--- src/rtl/stack_ctrl.sv ---
// stack_ctrl: request-side controller for an 8-bit x 4-deep shift stack with replace sequencing and sticky errors
module stack_ctrl #(
    parameter int W     = 8,
    parameter int DEPTH = 4,
    localparam int DW   = $clog2(DEPTH + 1)
) (
    input  logic          ck,
    input  logic          rst,
    input  logic          push_req,
    input  logic          pop_req,
    input  logic [W-1:0]  push_data,
    output logic          req_ready,
    input  logic [W-1:0]  stk_top,
    output logic [1:0]    stk_s,
    output logic [W-1:0]  stk_i,
    output logic [W-1:0]  pop_data,
    output logic          pop_valid,
    output logic [DW-1:0] depth,
    output logic          full,
    output logic          empty,
    output logic          ovf_err,
    output logic          unf_err,
    input  logic          err_clr
);
    typedef enum logic {IDLE, REPL} state_t;

    state_t        state, state_n;
    logic [DW-1:0] depth_n;
    logic [W-1:0]  hold;
    logic          do_pop, load, ovf_set, unf_set;

    assign req_ready = (state == IDLE) && !rst;
    assign full      = depth == DW'(DEPTH);
    assign empty     = depth == '0;

    // decode the accepted request into a stack op, next state and error events
    always_comb begin
        stk_s   = 2'b00;
        stk_i   = push_data;
        state_n = state;
        depth_n = depth;
        do_pop  = 1'b0;
        load    = 1'b0;
        ovf_set = 1'b0;
        unf_set = 1'b0;
        if (state == REPL && !rst) begin
            stk_s   = 2'b10;
            stk_i   = hold;
            state_n = IDLE;
        end else if (req_ready) begin
            if (push_req && pop_req) begin
                if (empty) begin
                    unf_set = 1'b1;
                end else begin
                    stk_s   = 2'b01;
                    do_pop  = 1'b1;
                    load    = 1'b1;
                    state_n = REPL;
                end
            end else if (push_req) begin
                if (full) begin
                    ovf_set = 1'b1;
                end else begin
                    stk_s   = 2'b10;
                    depth_n = depth + DW'(1);
                end
            end else if (pop_req) begin
                if (empty) begin
                    unf_set = 1'b1;
                end else begin
                    stk_s   = 2'b01;
                    do_pop  = 1'b1;
                    depth_n = depth - DW'(1);
                end
            end
        end
    end

    // state, occupancy, popped data and sticky errors (a new error beats err_clr)
    always_ff @(posedge ck) begin
        if (rst) begin
            state     <= IDLE;
            depth     <= '0;
            hold      <= '0;
            pop_data  <= '0;
            pop_valid <= 1'b0;
            ovf_err   <= 1'b0;
            unf_err   <= 1'b0;
        end else begin
            state     <= state_n;
            depth     <= depth_n;
            pop_valid <= do_pop;
            if (do_pop) pop_data <= stk_top;
            if (load) hold <= push_data;
            ovf_err   <= ovf_set || (ovf_err && !err_clr);
            unf_err   <= unf_set || (unf_err && !err_clr);
        end
    end
endmodule

--- config.mk ---
export PLATFORM = sky130hd
export DESIGN_NAME = stack_ctrl
export DESIGN_NICKNAME = d
export VERILOG_FILES = /design/src/rtl/stack_ctrl.sv
export SDC_FILE = /design/constraint.sdc
export NUM_CORES = 1
export LEC_CHECK = 0
export CAP_MARGIN = 20
export CORE_MARGIN = 8
export CORE_UTILIZATION = 42
export DETAILED_ROUTE_END_ITERATION = 10
export PLACE_DENSITY = 0.81
export SKIP_CTS_REPAIR_TIMING = 1
export SYNTH_ARGS = -nofsm -noshare
export SYNTH_HDL_FRONTEND = slang
export SYNTH_SLANG_ARGS = --single-unit
--- constraint.sdc ---
create_clock -name ck -period 1.9 [get_ports ck]
set_input_delay 0.38 -clock ck [delete_from_list [all_inputs] [get_ports ck]]
set_output_delay 0.38 -clock ck [all_outputs]
set_load 0.05 [all_outputs]
# After elaboration in Yosys (flattened, before gate mapping)
# Cells that the tools add are included.
[totals] register_bits=23 inputBits=21 output_inout_bits=27 word_cells=62
[op_classes] addsub=2 eq_ne=3 n_mux=32 bitwise=4 reduce_logical=14
[ops] operator="$mux 1" n=22
[ops] operator="$mux 3" n=4
[ops] operator="$mux 2" n=5
[ops] operator="$mux 8" n=1
[ops] operator="$reduce_and 6->1" n=1
[ops] operator="$logic_and 1x1->1" n=5
[ops] operator="$ne 2x2->1 const B" n=2
[ops] operator="$not 1->1" n=4
[ops] operator="$add 3x1->3 const B" n=1
[ops] operator="$eq 3x3->1 const B" n=1
[ops] operator="$logic_not 3->1" n=1
[ops] operator="$reduce_and 3->1" n=1
[ops] operator="$sub 3x1->3 const B" n=1
[ops] operator="$logic_not 1->1" n=2
[ops] operator="$logic_or 1x1->1" n=2
[ops] operator="$reduce_bool 2->1" n=1
[ops] operator="$reduce_or 2->1" n=1

# Logic depth before layout (Yosys ltp)
[logic_depth] ltp_word=8 ltp_mapped=6

# Least setup slack after synthesis
# OpenSTA, ideal clock, no wires.
[synth_timing] path_kind="reg2out" startpoint="register depth[2]" endpoint="output port stk_s[1]" t_arrival_ns=2.433 required_time_ns=1.520 slack_ns=-0.913 path_stages_with_launch=4 path_buffers=0 path_cell_list="dfxtp_1 nor3b_1 o31a_1 nor2_1"
[synth_between] elab_chain_len=6
[synth_rtl] element="start, declared" line_no="18" text="output logic [DW-1:0] depth,"
[synth_rtl] element="start signal, assigned" line_no="91" text="depth <= depth_n;"
[synth_rtl] element="$eq 3x3->1" line_no="33" text="assign full = depth == DW'(DEPTH);"
[synth_rtl] element="via full" line_no="19" text="output logic full,"
[synth_rtl] element="$mux 2" line_no="61" text="if (full) begin"
[synth_rtl] element="$mux 2" line_no="60" text="end else if (push_req) begin"
[synth_rtl] element="$mux 2" line_no="51" text="if (push_req && pop_req) begin"
[synth_rtl] element="$mux 2" line_no="50" text="end else if (req_ready) begin"
[synth_rtl] element="$mux 2" line_no="46" text="if (state == REPL && !rst) begin"
[synth_rtl] element="end, declared" line_no="14" text="output logic [1:0] stk_s,"
# The timed path passes the listed nets, and every way through them passes these cells.

# Worst setup path in the final report
[layout_timing] startpoint="register pop_data[2]" endpoint="output port pop_data[2]"
[layout_rtl] element="start, declared" line_no="16" text="output logic [W-1:0] pop_data,"
[layout_rtl] element="start signal, assigned" line_no="93" text="if (do_pop) pop_data <= stk_top;"
# No word-level cell between the ends.

==> impl_metrics.ini <==
[placement]
io_buffers = 47
dpl-instance-area_um2 = 1740
dp.cells = 201
gp_congestion = 0.727
dpl.hpwl_um = 2490
pre_cts_ws_ns = -0.263

[clocking]
clk_pin_slew_worst_paths_ns = 0.11
cts_tree = yes
cts_max_level = 1
clkLatencyLatePin_ns = 0.30
numCtsBuffers = 3
cts_sinks = 23
cts_root_buf = clkbuf_4
clockBufferDepth = 2

[sta]
tightest_slew_ns = 0.509
fin_skew_ns = 0.00398
tns_ns = 0
fin_hold_ws_ns = 0.490
setup-violations-final = 0
fin_ws_ns = 0.0577
hold_viol = 0
period_minus_slack_ns = 1.84
max_freq_mhz = 543
relSlewSlack_pct = 66.0
slew_violations = 0
period_share_pct = 97.0

[route]
firstDrtPassIters = 4
ant_nets = 0
top_layer = met3
wl_um = 3150
routedWlPerCell_um = 15.1
vias = 1111
avgViaCountPerCell = 5.32
drcViolationCount = 0
wl_met2_um = 1610
wl_met3_um = 251
first_iter_violations = 27
route.layer.met1.wl_um = 1290

[die]
die_area_um2 = 4620
std_cell_rows = 19
die_h_um = 68.0
start_util_pct = 42.6
core_um2 = 2660
ios = 48
die_w_um = 68.0

[grt]
grt_usage_pct = 13.4
grt_max_degree = 14
gr-total-overflow = 0
grt_pass1_wl_um = 4960
grt_pass1_vias = 1130
antenna_found_initial = 0

[critical_path]
cp_top_family = buffers and inverters
arrival_ns = 1.46
cp.required_ns = 1.52
crit_buf_inv = 1
cp_slowest_cell = clkdlybuf4s50_1
worstSetupPathType = reg -> out
worstPathCellList = clkdlybuf4s50_1
crit_fanout = 2
crit_path_max_incr_delay_ns = 0.81
setup.worst_path.end_class = output port
cp-start-kind = flip-flop

[final_layout]
design_area_um2 = 1820
fin_nets = 201
fillers = 216
syn_to_final_growth_pct = 60.8
instances_no_fill = 209
fin_util_pct = 68.5
diodes = 0
drive_gt1_share_pct = 36.0

[hold_path]
min_path_type = reg -> reg

[power]
total_power_mw = 1.22
p_leak_nw = 0.760
cellPowerDensity_nw_per_um2 = 671
irDropWorstVdd_mv = 0.520

[logic_synthesis]
synthCells = 119
synth_edf_count = 0
yosys_warnings = 0
avgSynthCellArea_um2 = 9.53
ys_ff_latch = 23
syn_nets = 141
synthArstFlopShare_pct = 0
synth_cell_types = 32
synth_area_um2 = 1130
ys.flop_type = dfxtp_1
synth-seq-area-share_pct = 40.6

[job]
drv_cap = 0

[outcome]
status = finished, final reports clean
## flip-flops by register name (all words and copies together) (netlist names)
register	cells
hold	8
pop_data	8
depth	3
ovf_err	1
pop_valid	1
state	1
unf_err	1
## final cells by class
| class | instances | area (um2) | area share [%] |
|---|---|---|---|
| Clock buffer | 4 | 26.3 | 1.44 |
| Inverter | 6 | 27.5 | 1.51 |
| Multi-Input combinational cell | 81 | 621 | 34.0 |
| Sequential cell | 23 | 465 | 25.5 |
| Tap cell | 31 | 38.8 | 2.13 |
| Timing Repair Buffer | 64 | 644 | 35.3 |
## power by group
| part | internal [mW] | switching (mW) |
|---|---|---|
| Sequential | 0.508 | 0.0249 |
| Clock | 0.0817 | 0.135 |
| Combinational | 0.210 | 0.264 |
## synth_stat cells, types with 2 or more instances
cell type	instances	area, um2
dfxtp_1	23	460
mux2_2	16	180
a21oi_1	12	60.1
nor2b_1	9	56.3
nand3_1	8	40.0
o21ai_0	8	40.0
nor2_1	7	26.3
inv_1	5	18.8
clkbuf_1	3	11.3
buf_2	2	10.0
buf_4	2	15.0
nand2b_1	2	12.5
o31a_1	2	17.5
xor2_1	2	17.5
## per-layer routing
layer	up-vias	track usage (%)
met2	43	24.9
met1	529	14.8
li1	539	-
met4	0	2.81
met3	0	3.76
met5	-	0
## kinds of logic (layout without fill, tap and decap cells)
family	after synthesis	after routing	synth area share (%)
AOI/OAI and AO/OA	28	28	15.1
DFF	23	23	40.6
buffers and inverters	15	74	6.51
adders and majority gates	1	1	1.77
and+or+nand+nor	34	34	18.5
xor gates and xnor gates	2	2	1.55
muxes	16	16	15.9
## path summary, 6_finish.rpt
path | startpoint | endpoint | slack (ns) | cells past startpoint
setup / recovery | pop_data[2] | pop_data[2] | 0.06 | 1
setup reg to reg | depth[0] | hold[1] | 0.19 | 6
hold reg to reg | pop_data[0] | pop_data[0] | 0.49 | 2
hold / removal | pop_data[0] | pop_data[0] | 0.49 | 2
## cell usage in the layout (no fill, tap or decap)
master / n
clkdlybuf4s50_1: 28
buf_4: 26
dfxtp_1: 19
mux2_2: 16
a21oi_1: 12
nor2b_1: 9
nand3_1: 8
o21ai_0: 8
buf_12: 6
nor2_1: 5
inv_1: 4
dfxtp_2: 4
clkbuf_4: 3
dlymetal6s2s_1: 3
nand2b_1: 2
o31a_1: 2
xor2_1: 2
or3_1: 1
clkinv_4: 1
or3b_4: 1
nor2_4: 1
inv_2: 1
nor3b_4: 1
nor2_2: 1
nor3b_2: 1
o211a_1: 1
o2111a_1: 1
nor4_1: 1
nand4b_1: 1
nor3_4: 1
and2_1: 1
o211ai_1: 1
a221oi_1: 1
o2111ai_1: 1
o31ai_1: 1
fa_1: 1
clkbuf_1: 1
buf_6: 1
(Power assumes the default switching activity.)
